--- config.mk ---
export PLATFORM = sky130hd
export DESIGN_NAME = video_char_queue
export DESIGN_NICKNAME = d
export VERILOG_FILES = /design/src/rtl/video_char_queue_pkg.sv /design/src/rtl/video_char_queue_char_fifo.sv /design/src/rtl/video_char_queue.sv
export SDC_FILE = /design/constraint.sdc
export NUM_CORES = 1
export LEC_CHECK = 0
export BUFFER_PORTS_ARGS = -buffer_cell sky130_fd_sc_hd__buf_2
export CAP_MARGIN = 20
export CORE_MARGIN = 3
export CORE_UTILIZATION = 55
export DETAILED_ROUTE_END_ITERATION = 6
export PLACE_DENSITY = 0.81
export SYNTH_ARGS = -nofsm -noshare
export SYNTH_HDL_FRONTEND = slang
export SYNTH_SLANG_ARGS = --single-unit
--- constraint.sdc ---
create_clock -name wire_clock -period 6.5 [get_ports wire_clock]
set_clock_uncertainty 0.1 [all_clocks]
set_input_delay 0.975 -clock wire_clock [delete_from_list [all_inputs] [get_ports wire_clock]]
set_output_delay 0.975 -clock wire_clock [all_outputs]
set_load 0.01 [all_outputs]
--- src/rtl/video_char_queue_pkg.sv ---
// video_char_queue_pkg: shared video constants and the drain-state encoding
package video_char_queue_pkg;
  localparam int SCREEN_CELLS_DEF = 1200;
  localparam int ADDR_W = 11;
  localparam int CHAR_W = 16;
  localparam int ENTRY_W = ADDR_W + CHAR_W;
  typedef enum logic [1:0] {IDLE, REQ, WRITE} drain_state_t;
endpackage

--- src/rtl/video_char_queue_char_fifo.sv ---
// char_fifo: power-of-two circular queue with combinational head and full/empty flags
module char_fifo #(
  parameter int DEPTH = 8,
  parameter int W = 27
) (
  input  logic         wire_clock,
  input  logic         wire_reset,
  input  logic         push,
  input  logic         pop,
  input  logic [W-1:0] din,
  output logic         full,
  output logic         empty,
  output logic [W-1:0] head
);
  localparam int AW = $clog2(DEPTH);
  logic [W-1:0] mem [DEPTH];
  logic [AW-1:0] wptr, rptr;
  logic [AW:0] count;
  logic do_push, do_pop;
  assign full = count == (AW+1)'(DEPTH);
  assign empty = count == '0;
  assign head = mem[rptr];
  // a pop on an empty queue is ignored; a push into a full queue needs a simultaneous pop
  assign do_pop = pop & ~empty;
  assign do_push = push & (~full | do_pop);
  always_ff @(posedge wire_clock)
    if (do_push) mem[wptr] <= din;
  always_ff @(posedge wire_clock) begin
    if (!wire_reset) begin
      wptr <= '0;
      rptr <= '0;
      count <= '0;
    end else begin
      if (do_push) wptr <= wptr + 1'b1;
      if (do_pop) rptr <= rptr + 1'b1;
      count <= count + (AW+1)'(do_push) - (AW+1)'(do_pop);
    end
  end
endmodule

--- src/rtl/video_char_queue.sv ---
// video_char_queue: captures CPU character strobes into a queue and drains them to video RAM
module video_char_queue
  import video_char_queue_pkg::*;
#(
  parameter int DEPTH = 8,
  parameter int SCREEN_CELLS = SCREEN_CELLS_DEF
) (
  input  logic              wire_clock,
  input  logic              wire_reset,
  input  logic              videoflag,
  input  logic [15:0]       bus_vga_pos,
  input  logic [CHAR_W-1:0] bus_vga_char,
  output logic              vram_req,
  input  logic              vram_grant,
  output logic              vram_we,
  output logic [ADDR_W-1:0] vram_addr,
  output logic [CHAR_W-1:0] vram_data,
  output logic              fifo_full,
  output logic              overflow,
  output logic              bad_pos
);
  drain_state_t state, next;
  logic flag_q, capture, pos_ok, push, pop, empty;
  logic [ENTRY_W-1:0] head;
  assign capture = videoflag & ~flag_q;
  assign pos_ok = 32'(bus_vga_pos) < SCREEN_CELLS;
  assign pop = state == WRITE;
  assign push = capture & pos_ok;
  char_fifo #(.DEPTH(DEPTH), .W(ENTRY_W)) u_fifo (
    .wire_clock(wire_clock),
    .wire_reset(wire_reset),
    .push(push),
    .pop(pop),
    .din({bus_vga_pos[ADDR_W-1:0], bus_vga_char}),
    .full(fifo_full),
    .empty(empty),
    .head(head)
  );
  always_comb begin
    next = state;
    next = (state == IDLE && !empty) ? REQ :
           (state == REQ && vram_grant) ? WRITE :
           (state == WRITE) ? IDLE : state;
  end
  always_ff @(posedge wire_clock) begin
    if (!wire_reset) begin
      state <= IDLE;
      flag_q <= 1'b0;
      vram_req <= 1'b0;
      vram_we <= 1'b0;
      vram_addr <= '0;
      vram_data <= '0;
      overflow <= 1'b0;
      bad_pos <= 1'b0;
    end else begin
      state <= next;
      flag_q <= videoflag;
      vram_req <= next != IDLE;
      vram_we <= pop;
      if (pop) {vram_addr, vram_data} <= head;
      if (capture && !pos_ok) bad_pos <= 1'b1;
      // the queue accepts a push while full only when the head leaves on the same edge
      if (push && fifo_full && !pop) overflow <= 1'b1;
    end
  end
endmodule

==> metrics.md <==
| Metric | Value |
|---|---|
| Status | complete, no violations |
| Largest net degree at the start of global routing | 57 |
| Htree depth | 1 |
| Worst relative slew slack | 28.3% |
| Synth Area per Inst | 19.2 sq um |
| Total number of vias | 5063 |
| Crit-path max cell delay | 0.98 ns |
| Total CTS buffers | 26 |
| Gr usage total | 20.7% |
| CTS root buf | clkbuf_16 |
| DP HPWL | 10.6 mm |
| Critical Path Slowest Stage Cell | nor4b_4 |
| Worst Setup SP | bus_vga_pos[15] |
| First-pass GRT wire length | 31.0 mm |
| Worst path cell trace | buf_2, or4_1, a311o_1, or4_1, nor4b_4, buf_4 |
| Final setup fails | 0 |
| Setup_tns | 0 ns |
| Hold Startpoint | bad_pos$_SDFFE_PN0P_ |
| Cells after Synth | roughly 500 |
| Routability cong. | roughly 0.75 |
| CP Class | input port to flip-flop |
| FF+latch count, synth | 260 |
| Post-synth EDFFs | 216 |
| Routed WL | 19.8 mm |
| Worst EP arrival | between 4 and 5 ns |
| Wirelength per Cell | ~24 um |
| CTS tree | built |
| Sw Ratio | 18.6% |
| Commonest cells in the synthesized netlist | edfxtp_1, mux4_2, dfxtp_1, nor2_1, o21ai_0 |
| Die Wd | 139 um |
| CORE AREA | 16900 sq um |
| Clock sink total | between 200 and 300 |
| Critical Path RT | between 6 and 7 ns |
| Post-CTS sizing | 0 |
| RSZ-0062 raised after global routing | no |
| Post-CTS Setup Bufs | 0 |
| Ant diodes | 0 |
| Die area | 19300 sq um |
| Final Hold Fails | 0 |
| Io pins | 68 |
| Worst-path clk slew | 0.07 ns |
| Total congestion overflow | 0 |
| CP max FO | 14 |
| Leak Pwr | roughly 0.0038 uW |
| Top post-synthesis cells by area | edfxtp_1, mux4_2, dfxtp_1 |
| Part of the power in the clock network | 45.9% |
| Clk_lat worst skew | 0.52 ns |
| Power Dens Cells | 302 nW/um^2 |
| Area share of the largest cell type after synthesis | 66.7% |
| Layout cells sized above 1 | 31.0% |
| CTS max path bufs | 3 |
| Reg-to-reg startpoint | u_fifo.count[2]$_SDFF_PN0_ |
| Vias in the first global route | about 5400 |
| Post-synth ARST share | 0% |
| Most frequent cell after synthesis | edfxtp_1 |
| Main synth FF type | edfxtp_1 |
| Yosys cell types | 34 |
| Fmax | 0.239 GHz |
| Yosys top cell by area | edfxtp_1 |
| Final min period | 4.19 ns |
| Cell Rows | 47 |
| Maxcap violations | 0 |
| Post-DR vias/cell | 6.09 |
| Worst vdd ir | 224 uV |
| DRT antenna net count | 0 |
| IO Port Bufs | 67 |
| Post-DP Area | around 10000 sq um |
| Initial antenna violation count | 1 |
| Hold_buf cts | 0 |
| Initial core utilization | 57.4% |
| Internal | 2780 uW |
| CP top delay family | simple AND/OR/NAND/NOR gates |
| Register area share after synthesis | 75.8% |
| Sequential share of power | 52.9% |
| Mapped Area | 9720 sq um |
| Height of the chip | 139 um |
| Fin Hold WS | 0.371 ns |
| Fin. max-slew vios | 0 |
| Net Sw Power | between 600 and 700 uW |
| DRC viols | 0 |
| Comb pwr share | 1.2% |
| Tightest Pin Transition | 1.07 ns |
| Final core area utilization | between 60% and 70% |
| HP Class | flip-flop to flip-flop |
| CP dominant cell by count | or4_1 |
| CP Buf/Inv Count | 2 |
| DR pass1 iterations | 5 |
| Setup crit end kind | flip-flop |
| Yosys warnings | 0 |
| Nets | 637 |
| Syn_nets | 552 |
| Initial drt markers | 444 |
| Area grow syn2layout | 16.3% |
| Critical Path Start Type | input port |
| Post-layout instance area | 11300 sq um |
| Period utilisation layout | 64.4% |
-- layout make-up --
class	instances	area (sq um)
sequential	260	7370
fill	1087	5630
multi-input combinational	209	2230
clock buffer	33	697
timing repair buffer	83	472
tap	220	275
clock inverter	15	218
inverter	12	45.0
-- worst reg2reg max path, cell delays in order, from the launching register on --
cell     delay [ns]
dfxtp_1        0.31
inv_1          0.06
ha_1           0.20
nor3b_1        0.18
o21a_1         0.14
or4_1          0.82
nor4b_4        0.99
buf_4          0.43
-- flip-flops by register name, indices dropped and copies added (netlist names) --
name,count
vram_data,16
vram_we,1
u_fifo.count,4
u_fifo.mem,216
u_fifo.rptr,3
state,2
flag_q,1
bad_pos,1
overflow,1
u_fifo.wptr,3
vram_addr,11
vram_req,1
-- cell usage in the layout (no fill, tap or decap), types with 2 or more instances in the layout --
| cell type | instances |
|---|---|
| a21oi_1 | 3 |
| o21a_1 | 3 |
| clkbuf_8 | 2 |
| clkinvlp_4 | 2 |
| and2_1 | 2 |
| clkinv_2 | 4 |
| nor3_2 | 2 |
| mux4_2 | 54 |
| mux2i_1 | 5 |
| o21ai_0 | 28 |
| buf_4 | 13 |
| bufinv_16 | 5 |
| nor2_1 | 36 |
| buf_2 | 67 |
| dfxtp_1 | 42 |
| nand2_1 | 11 |
| or4_1 | 2 |
| nor4_2 | 2 |
| inv_1 | 11 |
| nor4b_4 | 4 |
| edfxtp_1 | 216 |
| a211oi_1 | 2 |
| nand2b_1 | 5 |
| a21o_1 | 2 |
| o22ai_1 | 27 |
| nor3b_1 | 2 |
| clkinv_1 | 2 |
| clkbuf_16 | 26 |
| xnor2_1 | 2 |
| ha_1 | 8 |
| clkbuf_1 | 5 |
-- power by group through the flow --
stage | registers (uW) | clock network, uW | logic [uW]
2_1_floorplan | 1840 | 0 | 9.24
3_3_place_gp | 1840 | 0 | 39.2
3_5_place_dp | 1840 | 0 | 41.2
4_1_cts | 1800 | 1590 | 42.1
5_1_grt | 1800 | 1660 | 46.9
6_report | 1800 | 1560 | 41.9
-- path summary, 6_finish.rpt --
kind | endpoint | slack (ns) | cells past startpoint
max | u_fifo.mem[1][20]$_DFFE_PP_ | 2.31 | 6
min | bad_pos$_SDFFE_PN0P_ | 0.37 | 2
max reg2reg | u_fifo.mem[1][20]$_DFFE_PP_ | 2.96 | 7
min reg2reg | bad_pos$_SDFFE_PN0P_ | 0.37 | 2
-- metrics by stage --
| step | std cells | total power (uW) | setup slack, ns |
|---|---|---|---|
| 2_1_floorplan | 507 | 1850 | 0.774 |
| 3_3_place_gp | 782 | 1880 | 1.81 |
| 3_5_place_dp | 782 | 1880 | 1.66 |
| 4_1_cts | 830 | 3440 | 2.12 |
| 5_1_grt | 832 | 3510 | 2.21 |
| 6_report | 832 | 3410 | 2.31 |
-- logic make-up (layout without fill, tap and decap cells) --
logic type / Yosys count / in the layout / share of synthesized area, %
AO/OA/AOI/OAI: 67 / 67 / 4.08
AND/OR/NAND/NOR: 71 / 71 / 3.99
flip-flops: 260 / 260 / 75.8
buffers and inverters: 38 / 143 / 1.61
adder cells (fa/ha/maj): 9 / 9 / 1.24
XOR/XNOR: 3 / 3 / 0.270
multiplexers: 59 / 59 / 13.0
-- routing by layer --
layer  vias to the layer above  share of wire [%]  global-route usage [%]
li1                       2202                  -                       -
met1                      2599                 40                    27.3
met3                        61                5.9                    3.79
met4                         2                3.0                    6.80
met2                       199                 51                    35.5
met5                         -              0.066                       0
Power figures use the tool's default switching activity.
